### config.mk
export PLATFORM = sky130hd
export DESIGN_NAME = mem_bus_arb
export DESIGN_NICKNAME = d
export VERILOG_FILES = /design/src/rtl/mem_bus_arb.sv
export SDC_FILE = /design/constraint.sdc
export NUM_CORES = 1
export LEC_CHECK = 0
export ABC_AREA = 1
export BUFFER_PORTS_ARGS = -buffer_cell sky130_fd_sc_hd__buf_2
export CAP_MARGIN = 20
export CORE_AREA = 2 2 120 122
export DETAILED_ROUTE_END_ITERATION = 10
export DIE_AREA = 0 0 122 124
export GPL_ROUTABILITY_DRIVEN = 0
export PLACE_DENSITY = 0.84
export SLEW_MARGIN = 10
export SYNTH_ARGS = -nofsm -noshare
export SYNTH_HDL_FRONTEND = slang
export SYNTH_SLANG_ARGS = --single-unit
### constraint.sdc
create_clock -name clk -period 3.7 [get_ports clk]
set_input_delay 0.185 -clock clk [delete_from_list [all_inputs] [get_ports clk]]
set_output_delay 0.185 -clock clk [all_outputs]
set_load 0.02 [all_outputs]
### src/rtl/mem_bus_arb.sv
// Single-master arbiter sharing one cyc/stb/ack bus port between instruction fetch
// and data load/store, with data-streak fairness and a per-access ack timeout.
module mem_bus_arb #(
  parameter int MAX_D_STREAK = 4,
  parameter int TIMEOUT      = 16
) (
  input  logic        clk,
  input  logic        rst,
  input  logic        if_req,
  input  logic [31:0] if_addr,
  input  logic        if_flush,
  output logic        if_gnt,
  output logic        if_ack,
  output logic [31:0] if_rdata,
  input  logic        d_req,
  input  logic        d_we,
  input  logic [31:0] d_addr,
  input  logic [31:0] d_wdata,
  input  logic [3:0]  d_sel,
  output logic        d_gnt,
  output logic        d_ack,
  output logic [31:0] d_rdata,
  output logic        err,
  output logic        cyc,
  output logic        stb,
  output logic        we,
  output logic [31:0] adr,
  output logic [31:0] dat_o,
  output logic [3:0]  sel,
  input  logic [31:0] dat_i,
  input  logic        ack_in
);

  localparam int SW = (MAX_D_STREAK > 0) ? $clog2(MAX_D_STREAK + 1) : 1;
  localparam int TW = (TIMEOUT > 1) ? $clog2(TIMEOUT) : 1;

  typedef enum logic [1:0] {IDLE, BUS_I, BUS_D, DONE} state_e;

  state_e        state_q;
  logic [SW-1:0] streak_q, streak_d;
  logic [TW-1:0] tmo_q;
  logic          own_i_q, flush_q, rerr_q;
  logic [31:0]   rbuf_q;

  logic          if_gnt_q, if_ack_q, d_gnt_q, d_ack_q, err_q;
  logic          cyc_q, stb_q, we_q;
  logic [31:0]   if_rdata_q, d_rdata_q, adr_q, dat_o_q;
  logic [3:0]    sel_q;

  logic          if_req_eff, at_max, fetch_win, data_win, tmo_hit;

  // A flush in IDLE masks the fetch request so a stale fetch cannot win the bus.
  always_comb begin
    if_req_eff = if_req & ~if_flush;
    at_max     = (streak_q == SW'(MAX_D_STREAK));
    fetch_win  = if_req_eff && (!d_req || at_max);
    data_win   = d_req && !fetch_win;
    tmo_hit    = (TIMEOUT != 0) && (tmo_q == TW'(TIMEOUT - 1));
    streak_d   = streak_q;
    if (fetch_win)
      streak_d = '0;
    else if (data_win)
      streak_d = if_req_eff ? (at_max ? streak_q : streak_q + 1'b1) : '0;
  end

  always_ff @(posedge clk) begin
    if (rst) begin
      state_q    <= IDLE;
      streak_q   <= '0;
      tmo_q      <= '0;
      own_i_q    <= 1'b0;
      flush_q    <= 1'b0;
      rerr_q     <= 1'b0;
      rbuf_q     <= '0;
      if_gnt_q   <= 1'b0;
      if_ack_q   <= 1'b0;
      d_gnt_q    <= 1'b0;
      d_ack_q    <= 1'b0;
      err_q      <= 1'b0;
      cyc_q      <= 1'b0;
      stb_q      <= 1'b0;
      we_q       <= 1'b0;
      if_rdata_q <= '0;
      d_rdata_q  <= '0;
      adr_q      <= '0;
      dat_o_q    <= '0;
      sel_q      <= '0;
    end else begin
      if_gnt_q <= 1'b0;
      d_gnt_q  <= 1'b0;
      if_ack_q <= 1'b0;
      d_ack_q  <= 1'b0;
      err_q    <= 1'b0;
      case (state_q)
        IDLE: begin
          streak_q <= streak_d;
          tmo_q    <= '0;
          flush_q  <= 1'b0;
          if (fetch_win) begin
            adr_q    <= if_addr;
            we_q     <= 1'b0;
            sel_q    <= 4'hF;
            dat_o_q  <= '0;
            if_gnt_q <= 1'b1;
            own_i_q  <= 1'b1;
            cyc_q    <= 1'b1;
            stb_q    <= 1'b1;
            state_q  <= BUS_I;
          end else if (data_win) begin
            adr_q    <= d_addr;
            we_q     <= d_we;
            sel_q    <= d_sel;
            dat_o_q  <= d_wdata;
            d_gnt_q  <= 1'b1;
            own_i_q  <= 1'b0;
            cyc_q    <= 1'b1;
            stb_q    <= 1'b1;
            state_q  <= BUS_D;
          end
        end
        BUS_I, BUS_D: begin
          if (state_q == BUS_I && if_flush)
            flush_q <= 1'b1;
          // Ack has priority over a timeout landing in the same cycle.
          if (ack_in) begin
            rbuf_q  <= dat_i;
            rerr_q  <= 1'b0;
            cyc_q   <= 1'b0;
            stb_q   <= 1'b0;
            state_q <= DONE;
          end else if (tmo_hit) begin
            rbuf_q  <= '0;
            rerr_q  <= 1'b1;
            cyc_q   <= 1'b0;
            stb_q   <= 1'b0;
            state_q <= DONE;
          end else if (TIMEOUT != 0) begin
            tmo_q <= tmo_q + 1'b1;
          end
        end
        DONE: begin
          state_q <= IDLE;
          if (own_i_q) begin
            if (!(flush_q || if_flush)) begin
              if_ack_q   <= 1'b1;
              err_q      <= rerr_q;
              if_rdata_q <= rbuf_q;
            end
          end else begin
            d_ack_q <= 1'b1;
            err_q   <= rerr_q;
            if (!we_q || rerr_q)
              d_rdata_q <= rbuf_q;
          end
        end
        default: state_q <= IDLE;
      endcase
    end
  end

  assign if_gnt   = if_gnt_q;
  assign if_ack   = if_ack_q;
  assign if_rdata = if_rdata_q;
  assign d_gnt    = d_gnt_q;
  assign d_ack    = d_ack_q;
  assign d_rdata  = d_rdata_q;
  assign err      = err_q;
  assign cyc      = cyc_q;
  assign stb      = stb_q;
  assign we       = we_q;
  assign adr      = adr_q;
  assign dat_o    = dat_o_q;
  assign sel      = sel_q;

endmodule

After elaboration in Yosys (flattened, before gate mapping)

Index checks and enable logic that the tools add are counted.

Logic and storage cells: 104
Flip-flop bits (word level): 183

Multiplexer cells: 39
Reductions and logical operators: 27
Bitwise operators: 6
Eq/ne operators: 11
Add/sub/neg operators: 2

Operators by type and width:

| kind                | number |
|---|---|
| $mux 32             | 6 |
| $mux 1              | 17 |
| $mux 4              | 4 |
| $reduce_and 3->1    | 5 |
| $mux 3              | 4 |
| $mux 2              | 4 |
| $pmux 4 s2          | 1 |
| $reduce_and 2->1    | 4 |
| $ne 2x2->1 const B  | 3 |
| $ne 3x3->1 const B  | 2 |
| $pmux 2 s3          | 1 |
| $reduce_bool 2->1   | 3 |
| $reduce_or 2->1     | 3 |
| $reduce_or 3->1     | 2 |
| $not 1->1           | 5 |
| $add 4x1->4 const B | 1 |
| $eq 2x2->1 const B  | 2 |
| $eq 4x4->1 const B  | 1 |
| $pmux 1 s2          | 2 |
| $add 3x1->3 const B | 1 |
| $eq 3x3->1 const B  | 1 |
| $logic_and 1x1->1   | 3 |
| $logic_not 1->1     | 3 |
| $logic_or 1x1->1    | 3 |
| 4 further kinds     | 4 |

Longest topological paths before layout

Word-level depth: 8
Depth in mapped cells: 11

Worst setup path before layout

Ideal clock, no wire load.

Kind: flip-flop to flip-flop
Start: reg state_q[0]
End: reg rbuf_q[10]
Slack: 2.300 ns
Period minus slack after synthesis: 1.400 ns
Stages on the path, launching flop included: 8
Data required time: 3.630 ns
Path buffers: 2
Data arrival time: 1.329 ns
Library setup time: 0.070 ns
Cell sequence: dfxtp_1 > inv_1 > ha_1 > buf_2 > nand2_1 > buf_2 > nand2_1 > a21oi_1

Longest elaborated chain between the ends: 3

Ends and longest elaborated chain:

| element                                         | RTL line | text |
|---|---|---|
| start: declaration                              | 39       | `state_e state_q;` |
| start signal: assignment                        | 68       | `state_q <= IDLE;` |
| start signal: assignment                        | 108      | `state_q <= BUS_I;` |
| start signal: assignment                        | 118      | `state_q <= BUS_D;` |
| $eq 2x1->1 / $eq 2x2->1 (equally long branches) | 94       | `case (state_q)` |
| $reduce_or 2->1 (*)                             | 94       |  |
| $reduce_and 2->1 (no line) (*)                  | -        |  |
| end signal: assignment                          | 126      | `rbuf_q <= dat_i;` |
| end: declaration                                | 43       | `logic [31:0] rbuf_q;` |

Mark *: on every way between the ends. The rest lies on a longest branch, timed or not.
A chain may end at the register's enable or synchronous reset.

Final worst setup path

Start: reg state_q[1]
End: reg adr_q[19], in the netlist adr[19]

Longest elaborated chain between the ends: 2

Ends and longest elaborated chain:

| element                    | RTL line | text |
|---|---|---|
| $logic_not 2->1            | 94       |  |
| $reduce_and 2->1 (no line) | -        |  |
| end signal: assignment     | 100      | `adr_q <= if_addr;` |
| end signal: assignment     | 110      | `adr_q <= d_addr;` |
| end: declaration           | 47       | `logic [31:0] if_rdata_q, d_rdata_q, adr_q, dat_o_q;` |

No other way between the ends.

==> run_results.csv <==
group,metric,value,unit
status,outcome,"complete, no violations",
detailed_routing,vias_per_cell,4.922,
detailed_routing,via_count,7117,
clock_network,htree_levels,4,
synth,synth_nets,1121,
clock_network,cts_tree,"done",
timing,relSlewSlack,33.20,%
clock_network,clkTransAtPathRegs,0.07,ns
clock_network,clock_path_buffers,2,
timing,fmax,445.5,MHz
power_and_ir_drop,p_total,5.324,mW
grt,gr-total-overflow,0,
timing,setup-tns-final,0,ns
synth,yosysSeqAreaShare,51.62,%
synth,ys_warn_count,0,
detailed_routing,wl_per_cell,13.90,µm
die,die_area,15130,µm²
min_path,hold_class,"in2reg",
timing,final.setup_skew,0.01061,ns
grt,grt_pass1_wl,31260,µm
detailed_routing,ant_nets,0,
grt,grt_max_degree,73,
setup_path,worstPathArrival,2.62,ns
place,port-buffer-count,278,
synth,synthesis.area,7097,µm²
setup_path,crit_path_end_kind,"flop",
timing,hold_ws,0.008425,ns
layout,fin_util,68.28,%
detailed_routing,finalWirelength,20100,µm
synth,synthFlopType,"dfxtp_1",
place,dpl_cell_area,8446,µm²
detailed_routing,drc,0,
place,placed_cells,1380,
layout,layout-drive-gt1-share,25.67,%
flow_run,drv_cap,0,
layout,nFillCells,1157,
setup_path,crit_type,"reg2reg",
synth,postSynthAreaPerCell,7.271,µm²
synth,synth_common_cells,"nand2_1 (258), nor2_1 (205), dfxtp_1 (183), a21oi_1 (77), o21ai_0 (73)",
detailed_routing,drtIter0Drc,424,
place,dp_hpwl,12760,µm
synth,synth_edf_count,0,
layout,num-nets-final,1400,
die,rows,43,
grt,grt_antenna_before_repair,0,
timing,slew_viol_final,0,
power_and_ir_drop,cellLeakagePower,4.797,nW
grt,grt_pass1_vias,6658,
clock_network,post_cts_buffers,0,
layout,diodes,0,
power_and_ir_drop,irDropWorstVdd,407.7,µV
timing,grt_setup_unrepaired,"false",
clock_network,cts.sinks,183,
grt,grtUsageTotal,26.37,%
synth,synth_most_common_cell,"nand2_1",
place,post-place-ws,1.431,ns
die,start_util,51.73,%
die,die_h,124,µm
synth,async_reset_ff_share,0,%
synth,synth_seq_cells,183,
layout,area_growth,32.00,%
clock_network,clk_latency,0.43,ns
layout,stdcell_count,1446,
die,ioPinCount,279,
synth,synth_area_leaders,"dfxtp_1 (52%), nand2_1 (14%), nor2_1 (11%)",
timing,min_period_over_period,60.67,%
detailed_routing,first_pass_iters,4,
clock_network,clockRootBuffer,"clkbuf_16",
timing,fin_ws,1.455,ns
timing,period_needed,2.245,ns
timing,hold_violations,0,
synth,yosysUniqueCellTypes,23,
timing,setup_violations,0,
die,die_w,122,µm
synth,syn-instance-count,976,
synth,synth_top_area_share,51.62,%
clock_network,cts_inserted_buffers,17,
die,core,13720,µm²
setup_path,critPathLaunchType,"flop",
timing,tightest_slew,1.000,ns
setup_path,path_max_fanout,43,
layout,fin_area,9368,µm²
synth,synth_top_cell_by_area,"dfxtp_1",
power_and_ir_drop,power_density,568.3,nW/µm²
setup_path,cp.required,4.07,ns
[routing by layer]
metal	global-route usage (%)	vias to the layer above	share of wire, %
met5	0	-	0
met3	6.273	46	6.0
li1	-	3601	-
met2	45.88	254	49
met4	11.49	0	3.0
met1	31.09	3216	42
[critical path, stage by stage, from the launching register on]
cell,delay (ns)
dfxtp_1,0.33
inv_1,0.08
ha_1,0.32
nand2_4,0.33
inv_2,0.49
buf_4,0.36
nor2_1,0.08
nor2_1,0.10
nand2_1,0.06
inv_1,0.05
[state kept, by name, indices dropped and copies added, names as in the netlist, 2 cells and up]
name / cells
adr: 32
dat_o: 32
tmo_q: 4
streak_q: 3
d_rdata: 32
if_rdata: 32
rbuf_q: 32
sel: 4
state_q: 2
[logic make-up after synthesis]
logic type | after synthesis | synth area share [%]
adders and majority gates | 6 | 1.058
buffers and inverters | 117 | 7.493
AOI/OAI and AO/OA | 150 | 10.58
DFF | 183 | 51.62
and+or+nand+nor | 520 | 29.25
[power breakdown]
| group | leakage, nW | internal, mW | switching, mW |
|---|---|---|---|
| clock | 0.257 | 0.922 | 0.729 |
| sequential | 1.49 | 2.20 | 0.134 |
| combinational | 3.05 | 0.453 | 0.883 |
| total | 4.80 | 3.58 | 1.75 |
[worst paths after layout]
check,start,to,slack [ns],cells past startpoint
setup / recovery,state_q[1]$_SDFFE_PP0P_,adr[19]$_SDFFE_PP0P_,1.46,9
hold / removal,d_wdata[31],dat_o[31]$_SDFFE_PP0P_,0.008,3
setup reg to reg,state_q[1]$_SDFFE_PP0P_,adr[19]$_SDFFE_PP0P_,1.46,9
hold reg to reg,dat_o[28]$_SDFFE_PP0P_,dat_o[28]$_SDFFE_PP0P_,0.46,2
[placed cells by master (no fill, tap or decap), types with 8 or more instances in the layout]
master	count
nor2_1	205
nand3_1	41
o21ai_0	73
buf_2	277
inv_1	53
dfxtp_1	183
dlygate4sd3_1	33
nor3_1	8
a21oi_1	77
clkbuf_16	17
nand2_1	258
[cell type report]
type / count / area, µm² / share of cell area [%]
clock inverter: 7 / 46.29 / 0.4942
multi-input combinational: 676 / 2902 / 30.97
clock buffer: 23 / 488.0 / 5.209
inverter: 57 / 216.5 / 2.311
tap: 180 / 225.2 / 2.404
timing repair buffer: 320 / 1827 / 19.50
sequential: 183 / 3664 / 39.11
[what timing repair did]
action                                 4_1_cts  5_1_grt
setup endpoints to repair                    0        0
hold buffers                                33        0
endpoints found under the hold margin       33        0
resized for setup                            0        0
Note: power is estimated with default switching activity, not from simulation.
